$ cat config.mk
export PLATFORM = sky130hd
export DESIGN_NAME = serial_tx_clk_rstb
export DESIGN_NICKNAME = d
export VERILOG_FILES = /design/src/rtl/serial_pkg.sv /design/src/rtl/serial_bit_timer.sv /design/src/rtl/serial_tx_clk_rstb.sv
export SDC_FILE = /design/constraint.sdc
export NUM_CORES = 1
export LEC_CHECK = 0
export ABC_AREA = 1
export BUFFER_PORTS_ARGS = -buffer_cell sky130_fd_sc_hd__buf_2
export CAP_MARGIN = 5
export CORE_ASPECT_RATIO = 1.1
export CORE_MARGIN = 2
export CORE_UTILIZATION = 54
export DETAILED_ROUTE_END_ITERATION = 6
export PLACE_DENSITY_LB_ADDON = 0.05
export SETUP_SLACK_MARGIN = 0.3
export SLEW_MARGIN = 15
export SYNTH_ARGS = -nofsm -noshare
export SYNTH_HDL_FRONTEND = slang
export SYNTH_SLANG_ARGS = --single-unit
$ cat constraint.sdc
create_clock -name clk -period 3 [get_ports clk]
set_input_delay 0.45 -clock clk [delete_from_list [all_inputs] [get_ports clk]]
set_output_delay 0.45 -clock clk [all_outputs]
set_load 0.01 [all_outputs]
$ cat src/rtl/serial_pkg.sv
// Shared definitions for the single-wire serial link (transmitter and receiver).
// Holds the frame state encoding plus parity and frame-length helpers.
package serial_pkg;

    typedef enum logic [2:0] {
        IDLE,
        START,
        DATA,
        PARITY,
        STOP
    } state_t;

    localparam int MAX_DATA_W = 16;

    // Callers zero-extend narrower words; zeros do not change the XOR.
    function automatic logic even_parity(input logic [MAX_DATA_W-1:0] data);
        return ^data;
    endfunction

    function automatic int frame_cycles(input int data_w, input int parity_en, input int bit_div);
        return bit_div * (data_w + 2 + parity_en);
    endfunction

endpackage

$ cat src/rtl/serial_bit_timer.sv
// Per-bit cycle counter: counts 0..BIT_DIV-1 and flags the last cycle of each bit.
// Held at zero while clear is high so every bit period starts aligned.
module serial_bit_timer #(
    parameter int BIT_DIV = 4
) (
    input  logic clk,
    input  logic rstb,
    input  logic clear,
    output logic tick
);

    localparam int TW = (BIT_DIV > 1) ? $clog2(BIT_DIV) : 1;
    localparam logic [TW-1:0] LAST = TW'(BIT_DIV - 1);

    logic [TW-1:0] count;

    assign tick = (count == LAST);

    always_ff @(posedge clk or negedge rstb) begin
        if (!rstb) begin
            count <= '0;
        end else if (clear || tick) begin
            count <= '0;
        end else begin
            count <= count + TW'(1);
        end
    end

endmodule

$ cat src/rtl/serial_tx_clk_rstb.sv
// Framed serial transmitter: start bit, data LSB first, optional even parity, stop bit.
// Outputs are loaded with the value of the state being entered, so they change on the same edge as the state.
module serial_tx_clk_rstb
    import serial_pkg::*;
#(
    parameter int DATA_W    = 8,
    parameter int PARITY_EN = 1,
    parameter int BIT_DIV   = 4
) (
    input  logic              clk,
    input  logic              rstb,
    input  logic              in_valid,
    input  logic [DATA_W-1:0] in_data,
    output logic              in_ready,
    output logic              tx_out,
    output logic              busy,
    output logic              frame_done
);

    localparam int CNT_W = (DATA_W > 1) ? $clog2(DATA_W) : 1;
    localparam logic [CNT_W-1:0] LAST_BIT = CNT_W'(DATA_W - 1);

    state_t            state;
    logic [DATA_W-1:0] shift_reg;
    logic [DATA_W-1:0] shift_nx;
    logic [CNT_W-1:0]  bit_cnt;
    logic              parity;
    logic              tick;
    logic              timer_clear;

    assign in_ready    = (state == IDLE);
    assign timer_clear = (state == IDLE);
    assign shift_nx    = shift_reg >> 1;

    serial_bit_timer #(
        .BIT_DIV(BIT_DIV)
    ) u_timer (
        .clk  (clk),
        .rstb (rstb),
        .clear(timer_clear),
        .tick (tick)
    );

    always_ff @(posedge clk or negedge rstb) begin
        if (!rstb) begin
            state      <= IDLE;
            shift_reg  <= '0;
            bit_cnt    <= '0;
            parity     <= 1'b0;
            tx_out     <= 1'b1;
            busy       <= 1'b0;
            frame_done <= 1'b0;
        end else begin
            frame_done <= 1'b0;
            case (state)
                IDLE: begin
                    if (in_valid) begin
                        shift_reg <= in_data;
                        parity    <= even_parity(MAX_DATA_W'(in_data));
                        bit_cnt   <= '0;
                        state     <= START;
                        tx_out    <= 1'b0;
                        busy      <= 1'b1;
                    end
                end
                START: begin
                    if (tick) begin
                        state  <= DATA;
                        tx_out <= shift_reg[0];
                    end
                end
                DATA: begin
                    if (tick) begin
                        if (bit_cnt == LAST_BIT) begin
                            bit_cnt <= '0;
                            if (PARITY_EN != 0) begin
                                state  <= PARITY;
                                tx_out <= parity;
                            end else begin
                                state  <= STOP;
                                tx_out <= 1'b1;
                            end
                        end else begin
                            shift_reg <= shift_nx;
                            bit_cnt   <= bit_cnt + CNT_W'(1);
                            tx_out    <= shift_nx[0];
                        end
                    end
                end
                PARITY: begin
                    if (tick) begin
                        state  <= STOP;
                        tx_out <= 1'b1;
                    end
                end
                STOP: begin
                    if (tick) begin
                        state      <= IDLE;
                        tx_out     <= 1'b1;
                        busy       <= 1'b0;
                        frame_done <= 1'b1;
                    end
                end
                default: begin
                    state  <= IDLE;
                    tx_out <= 1'b1;
                    busy   <= 1'b0;
                end
            endcase
        end
    end

endmodule
==> flow_metrics.tcl <==
set metrics [dict create \
    seq_power_share_pct 34.1 \
    htree_levels 1 \
    fp.coreArea_um2 2270 \
    setup_tns_ns 0 \
    critPathKind "flop to primary output" \
    antenna_found_initial 0 \
    fin_nets 222 \
    cts_buffers 3 \
    wl_mm 2.46 \
    grt_max_degree 21 \
    p_switching_mw 0.690 \
    initial_core_util_pct 58.0 \
    grt_pass1_vias 1125 \
    drt_iter0_markers 18 \
    synth_nets 206 \
    holdWs_ns 0.0763 \
    clock-sinks 20 \
    slew_headroom_pct 69.6 \
    comb_power_share_pct 51.1 \
    dieArea_um2 2850 \
    drc 0 \
    yosysTopAreaCell "dfrtp_1" \
    gp_congestion 0.841 \
    fin_crit_sh_pct 60.8 \
    wl_per_cell_um 10.5 \
    cts.reportedPaths.clkPinSlew_ns 0.12 \
    synth_top_area_share_pct 36.1 \
    register_area_um2 502 \
    ioPinCount 15 \
    largest_reg_flops 8 \
    synth_area_per_cell_um2 6.94 \
    p_leak_nw 0.835 \
    clk_latency_ns 0.30 \
    slew_viol_final 0 \
    ant_nets 0 \
    critPathLaunchType "flop" \
    end_kind "primary output" \
    drtPass1Iterations 4 \
    max_cap_violations 0 \
    cts_tree "done" \
    placed_area_um2 1400 \
    overflow 0 \
    hold_path_class "input port to async pin" \
    io_buffers 14 \
    status "completed" \
    rows 18 \
    finalWorstSetupSlack_ns 1.18 \
    grt_use_total_pct 20.8 \
    worst_slew_pin_slew_ns 0.456 \
    clkPwrFrac_pct 14.8 \
    p_per_area_nw_per_um2 1020 \
    place_ws_ns 1.46 \
    period_needed_ns 1.82 \
    path_max_fanout 9 \
    grt_first_pass_wirelength_mm 4.64 \
    layout_common_cells "86 x nand2_1, 19 x dfrtp_1, 17 x nand3_1, 16 x inv_1, 14 x buf_2" \
    netlist_instances 190 \
    diodes 0 \
    die_h_um 55.8 \
    ctsResizeCount 0 \
    power.internal_mw 0.795 \
    cp.arrival_ns 1.37 \
    hpwl_mm 1.89 \
    ys_seq_area_share_pct 38.0 \
    hold_buffers 0 \
    clockRootBuffer "clkbuf_4" \
    rsz0062_at_grt "no" \
    mostFrequentLayoutCell "nand2_1" \
    required_ns 2.55 \
    synthDistinctLibCells 24 \
    drive_gt1_share_pct 16.6 \
    nFillCells 217 \
    vdd_ir_drop_max_v 0.000490 \
    post_cts_buffers 0 \
    hold_viol 0 \
    synth-seq-cells 20 \
    via_count 1207 \
    synth_area_um2 1320 \
    die_x_um 51.1 \
    synth.area.top_cells "dfrtp_1 36%, nand2_1 24%, nand3_1 6.5%" \
    fin_skew_ns 0.00700 \
    swShare_pct 46.5 \
    vias_per_cell 5.14 \
    cts_buffer_depth 2 \
    max_freq_mhz 549 \
    setup_violations 0 \
    multi_input_area_um2 702 \
    synthToLayoutAreaGrowth_pct 9.87 \
    ys_warn_count 0 \
    final_cell_area_um2 1450 \
]
cells in the mapped netlist (all sizes together):
cell type and number:
inv 22, buf 3, nor3b 1, a21oi 1, nor2 8, nand2 91, dfstp 1, or2 1
nand4 1, nand3 17, o21ai 15, nand3b 2, nor3 3, ha 5, dfrtp 19
cell type report:
class	count	area share (%)
multi-input cells	145	48.4
flip-flops and latches	20	34.6
inverters	22	5.87
repair buffers	14	4.84
well taps	30	2.59
clock inverters	1	2.07
clock buffers	3	1.55
power by group through the flow:
stage,logic [mW],clock network (mW),registers (mW)
6_report,0.758,0.220,0.506
5_1_grt,0.890,0.235,0.522
4_1_cts,0.764,0.226,0.506
3_5_place_dp,0.763,0,0.510
3_3_place_gp,0.746,0,0.506
2_1_floorplan,0.675,0,0.460
per-layer routing:
| metal | vias to the layer above | track usage, % | routed length [um] |
|---|---|---|---|
| li1 | 625 | - | - |
| met1 | 556 | 28.2 | 1160 |
| met2 | 24 | 33.4 | 1210 |
| met3 | 2 | 2.42 | 60 |
| met4 | 0 | 8.49 | 27 |
| met5 | - | 0 | 0 |
critical path, cell delays in order, from the launching register on:
cell and delay, ns:
dfrtp_1 0.55, inv_2 0.14, nand2_2 0.09, nor2_4 0.14
buf_2 0.15
logic make-up (layout without fill, tap and decap cells):
| logic type | after synthesis | count (layout) | synth area share (%) |
|---|---|---|---|
| buffers and inverters | 25 | 40 | 8.73 |
| adders and majority gates | 5 | 5 | 4.74 |
| AOI/OAI and AO/OA | 16 | 16 | 7.21 |
| DFF | 20 | 20 | 38.0 |
| and+or+nand+nor | 124 | 124 | 41.3 |
worst paths after layout:
path | from | end | slack [ns] | depth (start not counted)
worst min register to register | tx_out | tx_out | 0.48 | 2
worst max-delay path | state[1] | in_ready | 1.18 | 4
worst min-delay path | rstb | state[1] | 0.08 | 1
min in group clk | tx_out | tx_out | 0.48 | 2
max in group asynchronous | rstb | tx_out | 2.59 | 1
worst max register to register | bit_cnt[0] | shift_reg[1] | 1.46 | 6
stage by stage:
stage | total power [mW] | utilization, % | cells
finish | 1.48 | 63.7 | 235
global route | 1.65 | 63.7 | 235
CTS | 1.50 | 63.7 | 235
global placement | 1.25 | 61.4 | 231
floorplan | 1.13 | - | 190
detailed placement | 1.27 | 61.4 | 231
Note: power is estimated with default switching activity, not from simulation.
